File: src/rtl/addsub_pkg.sv
// Shared opcodes and FSM state encoding for the shared add/subtract arbiter.
package addsub_pkg;

  localparam logic OP_ADD = 1'b0;
  localparam logic OP_SUB = 1'b1;

  localparam logic [1:0] ST_IDLE = 2'd0;
  localparam logic [1:0] ST_EXEC = 2'd1;
  localparam logic [1:0] ST_RESP = 2'd2;

endpackage

File: src/rtl/addsub_unit.sv
// Combinational ripple-carry add/subtract: s = x + (y ^ {op}) + op.
// Overflow is the XOR of the carries into and out of the MSB.
module addsub_unit
  import addsub_pkg::*;
#(
  parameter int WIDTH = 5
) (
  input  logic             op,
  input  logic [WIDTH-1:0] x,
  input  logic [WIDTH-1:0] y,
  output logic [WIDTH-1:0] s,
  output logic             cout,
  output logic             ovf
);

  logic             sub;
  logic [WIDTH-1:0] yb;
  logic [WIDTH:0]   c;

  assign sub  = (op == OP_SUB);
  assign yb   = y ^ {WIDTH{sub}};
  assign c[0] = sub;

  for (genvar i = 0; i < WIDTH; i++) begin : g_fa
    assign s[i]   = x[i] ^ yb[i] ^ c[i];
    assign c[i+1] = (x[i] & yb[i]) | (c[i] & (x[i] ^ yb[i]));
  end

  assign cout = c[WIDTH];
  assign ovf  = c[WIDTH] ^ c[WIDTH-1];

endmodule

File: src/rtl/addsub_arbiter.sv
// Two-requester round-robin front end for one add/subtract unit; one op in flight.
// Handshake at edge T gives rsp_valid in cycle T+2; rsp_ready stalls in RESP, no accepts until consumed.
module addsub_arbiter
  import addsub_pkg::*;
#(
  parameter int WIDTH = 5
) (
  input  logic             clk,
  input  logic             rst,
  input  logic             req0_valid,
  output logic             req0_ready,
  input  logic             req0_op,
  input  logic [WIDTH-1:0] req0_x,
  input  logic [WIDTH-1:0] req0_y,
  input  logic             req1_valid,
  output logic             req1_ready,
  input  logic             req1_op,
  input  logic [WIDTH-1:0] req1_x,
  input  logic [WIDTH-1:0] req1_y,
  output logic             rsp_valid,
  input  logic             rsp_ready,
  output logic             rsp_id,
  output logic [WIDTH-1:0] rsp_s,
  output logic             rsp_cout,
  output logic             rsp_ovf
);

  logic [1:0]       state;
  logic             last_grant;
  logic             op_q;
  logic             id_q;
  logic [WIDTH-1:0] x_q;
  logic [WIDTH-1:0] y_q;
  logic             idle;
  logic             gnt0;
  logic             gnt1;
  logic [WIDTH-1:0] s_c;
  logic             cout_c;
  logic             ovf_c;

  // On a tie the requester that did not win last time gets the grant.
  assign idle       = (state == ST_IDLE);
  assign gnt0       = idle && req0_valid && (!req1_valid || last_grant);
  assign gnt1       = idle && req1_valid && (!req0_valid || !last_grant);
  assign req0_ready = gnt0;
  assign req1_ready = gnt1;

  addsub_unit #(.WIDTH(WIDTH)) u_unit (
    .op  (op_q),
    .x   (x_q),
    .y   (y_q),
    .s   (s_c),
    .cout(cout_c),
    .ovf (ovf_c)
  );

  always_ff @(posedge clk) begin
    if (rst) begin
      state      <= ST_IDLE;
      last_grant <= 1'b1;
      op_q       <= 1'b0;
      id_q       <= 1'b0;
      x_q        <= '0;
      y_q        <= '0;
      rsp_valid  <= 1'b0;
      rsp_id     <= 1'b0;
      rsp_s      <= '0;
      rsp_cout   <= 1'b0;
      rsp_ovf    <= 1'b0;
    end else begin
      case (state)
        ST_IDLE: begin
          if (gnt0 || gnt1) begin
            op_q       <= gnt1 ? req1_op : req0_op;
            x_q        <= gnt1 ? req1_x  : req0_x;
            y_q        <= gnt1 ? req1_y  : req0_y;
            id_q       <= gnt1;
            last_grant <= gnt1;
            state      <= ST_EXEC;
          end
        end
        ST_EXEC: begin
          rsp_valid <= 1'b1;
          rsp_id    <= id_q;
          rsp_s     <= s_c;
          rsp_cout  <= cout_c;
          rsp_ovf   <= ovf_c;
          state     <= ST_RESP;
        end
        ST_RESP: begin
          if (rsp_ready) begin
            rsp_valid <= 1'b0;
            state     <= ST_IDLE;
          end
        end
        default: state <= ST_IDLE;
      endcase
    end
  end

endmodule

File: config.mk
export PLATFORM = sky130hd
export DESIGN_NAME = addsub_arbiter
export DESIGN_NICKNAME = d
export VERILOG_FILES = /design/src/rtl/addsub_pkg.sv /design/src/rtl/addsub_unit.sv /design/src/rtl/addsub_arbiter.sv
export SDC_FILE = /design/constraint.sdc
export NUM_CORES = 1
export LEC_CHECK = 0
export ABC_AREA = 0
export BUFFER_PORTS_ARGS = -buffer_cell sky130_fd_sc_hd__buf_2
export CORE_ASPECT_RATIO = 0.6
export CORE_MARGIN = 2
export CORE_UTILIZATION = 40
export CTS_BUF_LIST = sky130_fd_sc_hd__clkbuf_8
export CTS_CLUSTER_DIAMETER = 100
export CTS_CLUSTER_SIZE = 25
export DETAILED_ROUTE_END_ITERATION = 10
export HOLD_SLACK_MARGIN = 0.03
export SETUP_SLACK_MARGIN = 0.02
export SYNTH_ARGS = -nofsm -noshare
export SYNTH_HDL_FRONTEND = slang
export SYNTH_SLANG_ARGS = --single-unit
File: constraint.sdc
create_clock -name clk -period 3.68 [get_ports clk]
set_input_delay 0.736 -clock clk [delete_from_list [all_inputs] [get_ports clk]]
set_output_delay 0.736 -clock clk [all_outputs]
set_load 0.02 [all_outputs]
==> results.md <==
- Initial antenna violation count: 0
- Worst setup EP type: register
- Bufs on Longest Clock Path: 2
- Total chip power: 0.669 mW
- Ant diodes: 0
- Reg2reg end: rsp_s[4]
- Leak: about 0.6 nW
- IO buf count: 37
- Slew HR: 63.8%
- GR Overflow Total: 0
- Max FO, Critical Path: 6
- Total wire length: 2840 um
- I/O pin count: 38
- Number of CTS-inserted buffers: 3
- Clock transition at the registers of the reported paths: 80 ps
- Crit path from: op_q
- RSZ-0062 raised after global routing: no
- Synth Flop Type: dfxtp_1
- Crit path DAT: 2710 ps
- Register area share after synthesis: a little under two fifths
- Clock Sinks: 24
- Slew @ Worst Pin: between 500 and 600 ps
- Worst-Skew Late Latency: 260 ps
- Initial core utilization: between 40% and 50%
- Mapped Area: between 0.001 and 0.0015 mm2
- Number of flops mapped to enable cells by yosys: 0
- Met2 Usage GRT: 28.0%
- Met1 usage: a little under a quarter
- Syn Area/Cell: between 9 and 10 um2
- # rows: 15
- R2R setup slack: between 1000 and 1500 ps
- Min-delay src: rsp_ovf
- Max Cap Viol: 0
- Vias post-DR: roughly 1100
- Yosys reg bits: 24
- Vias per cell: around 5.4
- Gpl congestion: about 0.76
- Mapped Cells: between 100 and 150
- Min-delay worst type: register to register
- Wire length of the first global-routing pass: approximately 4700 um
- Clk root buf: clkbuf_8
- Slew Viols, Final: 0
- Fmax: around 390 MHz
- Min-Delay Endpoint: rsp_ovf
- VDD IR max: ~0.00021 V
- Dpl cells: between 200 and 250
- Count of cell types in the netlist: 32
- Met3 Usage GRT: 4.34%
- Most common cell in the netlist: dfxtp_1
- Cts repair resizes: 0
- Synth top cells by count: dfxtp_1, a21oi_1, nand2_1, nand4_1
- Post-synth net total: approximately 170
- Status: completed
- Yosys Warn Count: 0
- Data required, critical path: roughly 3800 ps
- Initial DRT Pass Iterations: 4
- Total GRT Usage: between 10% and 20%
- Hold buffer count at cts: 0
- Area delta synth->final: 15.5%
- Fillcell total: 311
- Die height: 47.9 um
- Setup violators final: 0
- Final hold viol count: 0
- Die Wd: a little under 80 um
- Worst Reg-to-Reg Cells: 9
- DIE AREA: ~0.0037 mm2
- Reg2reg start: op_q
- Crit Path Category: register to register
- Initial DRC count: 66
- Ys async rst share: 0%
- CTS tree: done
- Post-synth top area share: between 30% and 40%
- Post-CTS setup buffers: 0
- Hold Crit Depth: 2
- DRC viols: 0
- Tmin final: roughly 2600 ps
- CP startpoint kind: register
- Vias in the first global route: 996
- Setup TNS: 0 ps
- Area contributors post-synth: dfxtp_1, a311oi_2, a21oi_1
- Most crowded layer after global routing: met2
- Power Dens Cells: 450 mW/mm2
- Number of routed nets with antenna violations: 0
- Final period util: a little over two thirds
- Non-Filler Instances: 208
- HPWL after detailed placement: around 2200 um
- Largest net degree at the start of global routing: 26
- CTS H-tree depth: 1
- Largest area contributor in the netlist: dfxtp_1
- Final Skew: approximately 6.1 ps
- Hold WS: ~450 ps
- Final core occ: 50.1%
- Layout cells sized above 1: 32.5%
- # nets final: just under 200
- Total core area: 0.00297 mm2
- Detailed-route wire length per cell: 13.6 um
## where the power goes
| part | leakage [nW] | switching, mW | total [mW] | internal (mW) |
|---|---|---|---|---|
| combinational | 0.372 | 0.122 | 0.207 | 0.0859 |
| sequential | 0.198 | 0.0234 | 0.313 | 0.290 |
| clock | 0.0216 | 0.0750 | 0.148 | 0.0730 |
## per-stage QoR
step                setup WS (ps)  cell area, um2
floorplan                    1240            1290
global placement             1180            1450
detailed placement           1090            1450
CTS                          1080            1490
global route                  917            1490
finish                       1110            1490
## state kept, by name (all words and copies together) (netlist names), 2 cells and up
signal	cells
rsp_s	5
x_q	5
y_q	5
state	2
## worst max-delay path: stages, from the launching register on
cell	delay (ps)
dfxtp_1	480
xor2_1	230
fa_1	200
inv_1	50
fa_1	410
fa_1	450
inv_1	100
fa_1	410
nand2_1	70
a21oi_1	60
## logic make-up after synthesis
logic type / synth area share [%]
AOI/OAI and AO/OA: 27.5
and+or+nand+nor: 15.7
DFF: 37.3
buffers and inverters: 8.26
xor gates and xnor gates: 4.08
adders and majority gates: 6.22
muxes: 0.875
## layer usage
layer | part of all wire, % | wire, um | up-vias
li1 | - | - | 553
met1 | 50 | 1430 | 537
met2 | 45 | 1280 | 25
met3 | 4.5 | 128 | 0
met4 | 0 | 0 | 0
met5 | 0 | 0 | -
## cells in the final DEF, fill, tap and decap left out, types with 4 or more instances in the layout
master and count:
nor2_1 5, fa_1 4, o21ai_1 9, buf_2 37, dfxtp_1 24, inv_1 7, nand2_1 11, a311oi_2 9
nand4_1 11, a21oi_1 17, xnor2_1 4
## worst max path at each step
stage                          end  cells after the start
after floorplan           rsp_s[4]                     10
after global placement    rsp_s[4]                      9
after detailed placement  rsp_s[4]                      9
after CTS                 rsp_s[4]                      9
after global routing       rsp_ovf                     10
final                     rsp_s[4]                      9
## layout make-up
| class | count | area, um2 | share of cell area [%] |
|---|---|---|---|
| inverters | 7 | 26.3 | 1.77 |
| flip-flops and latches | 24 | 480 | 32.3 |
| well taps | 42 | 52.6 | 3.54 |
| clock buffers | 3 | 41.3 | 2.78 |
| multi-input cells | 95 | 701 | 47.1 |
| repair buffers | 37 | 185 | 12.5 |
No activity file was read; power rests on OpenSTA's default activity.
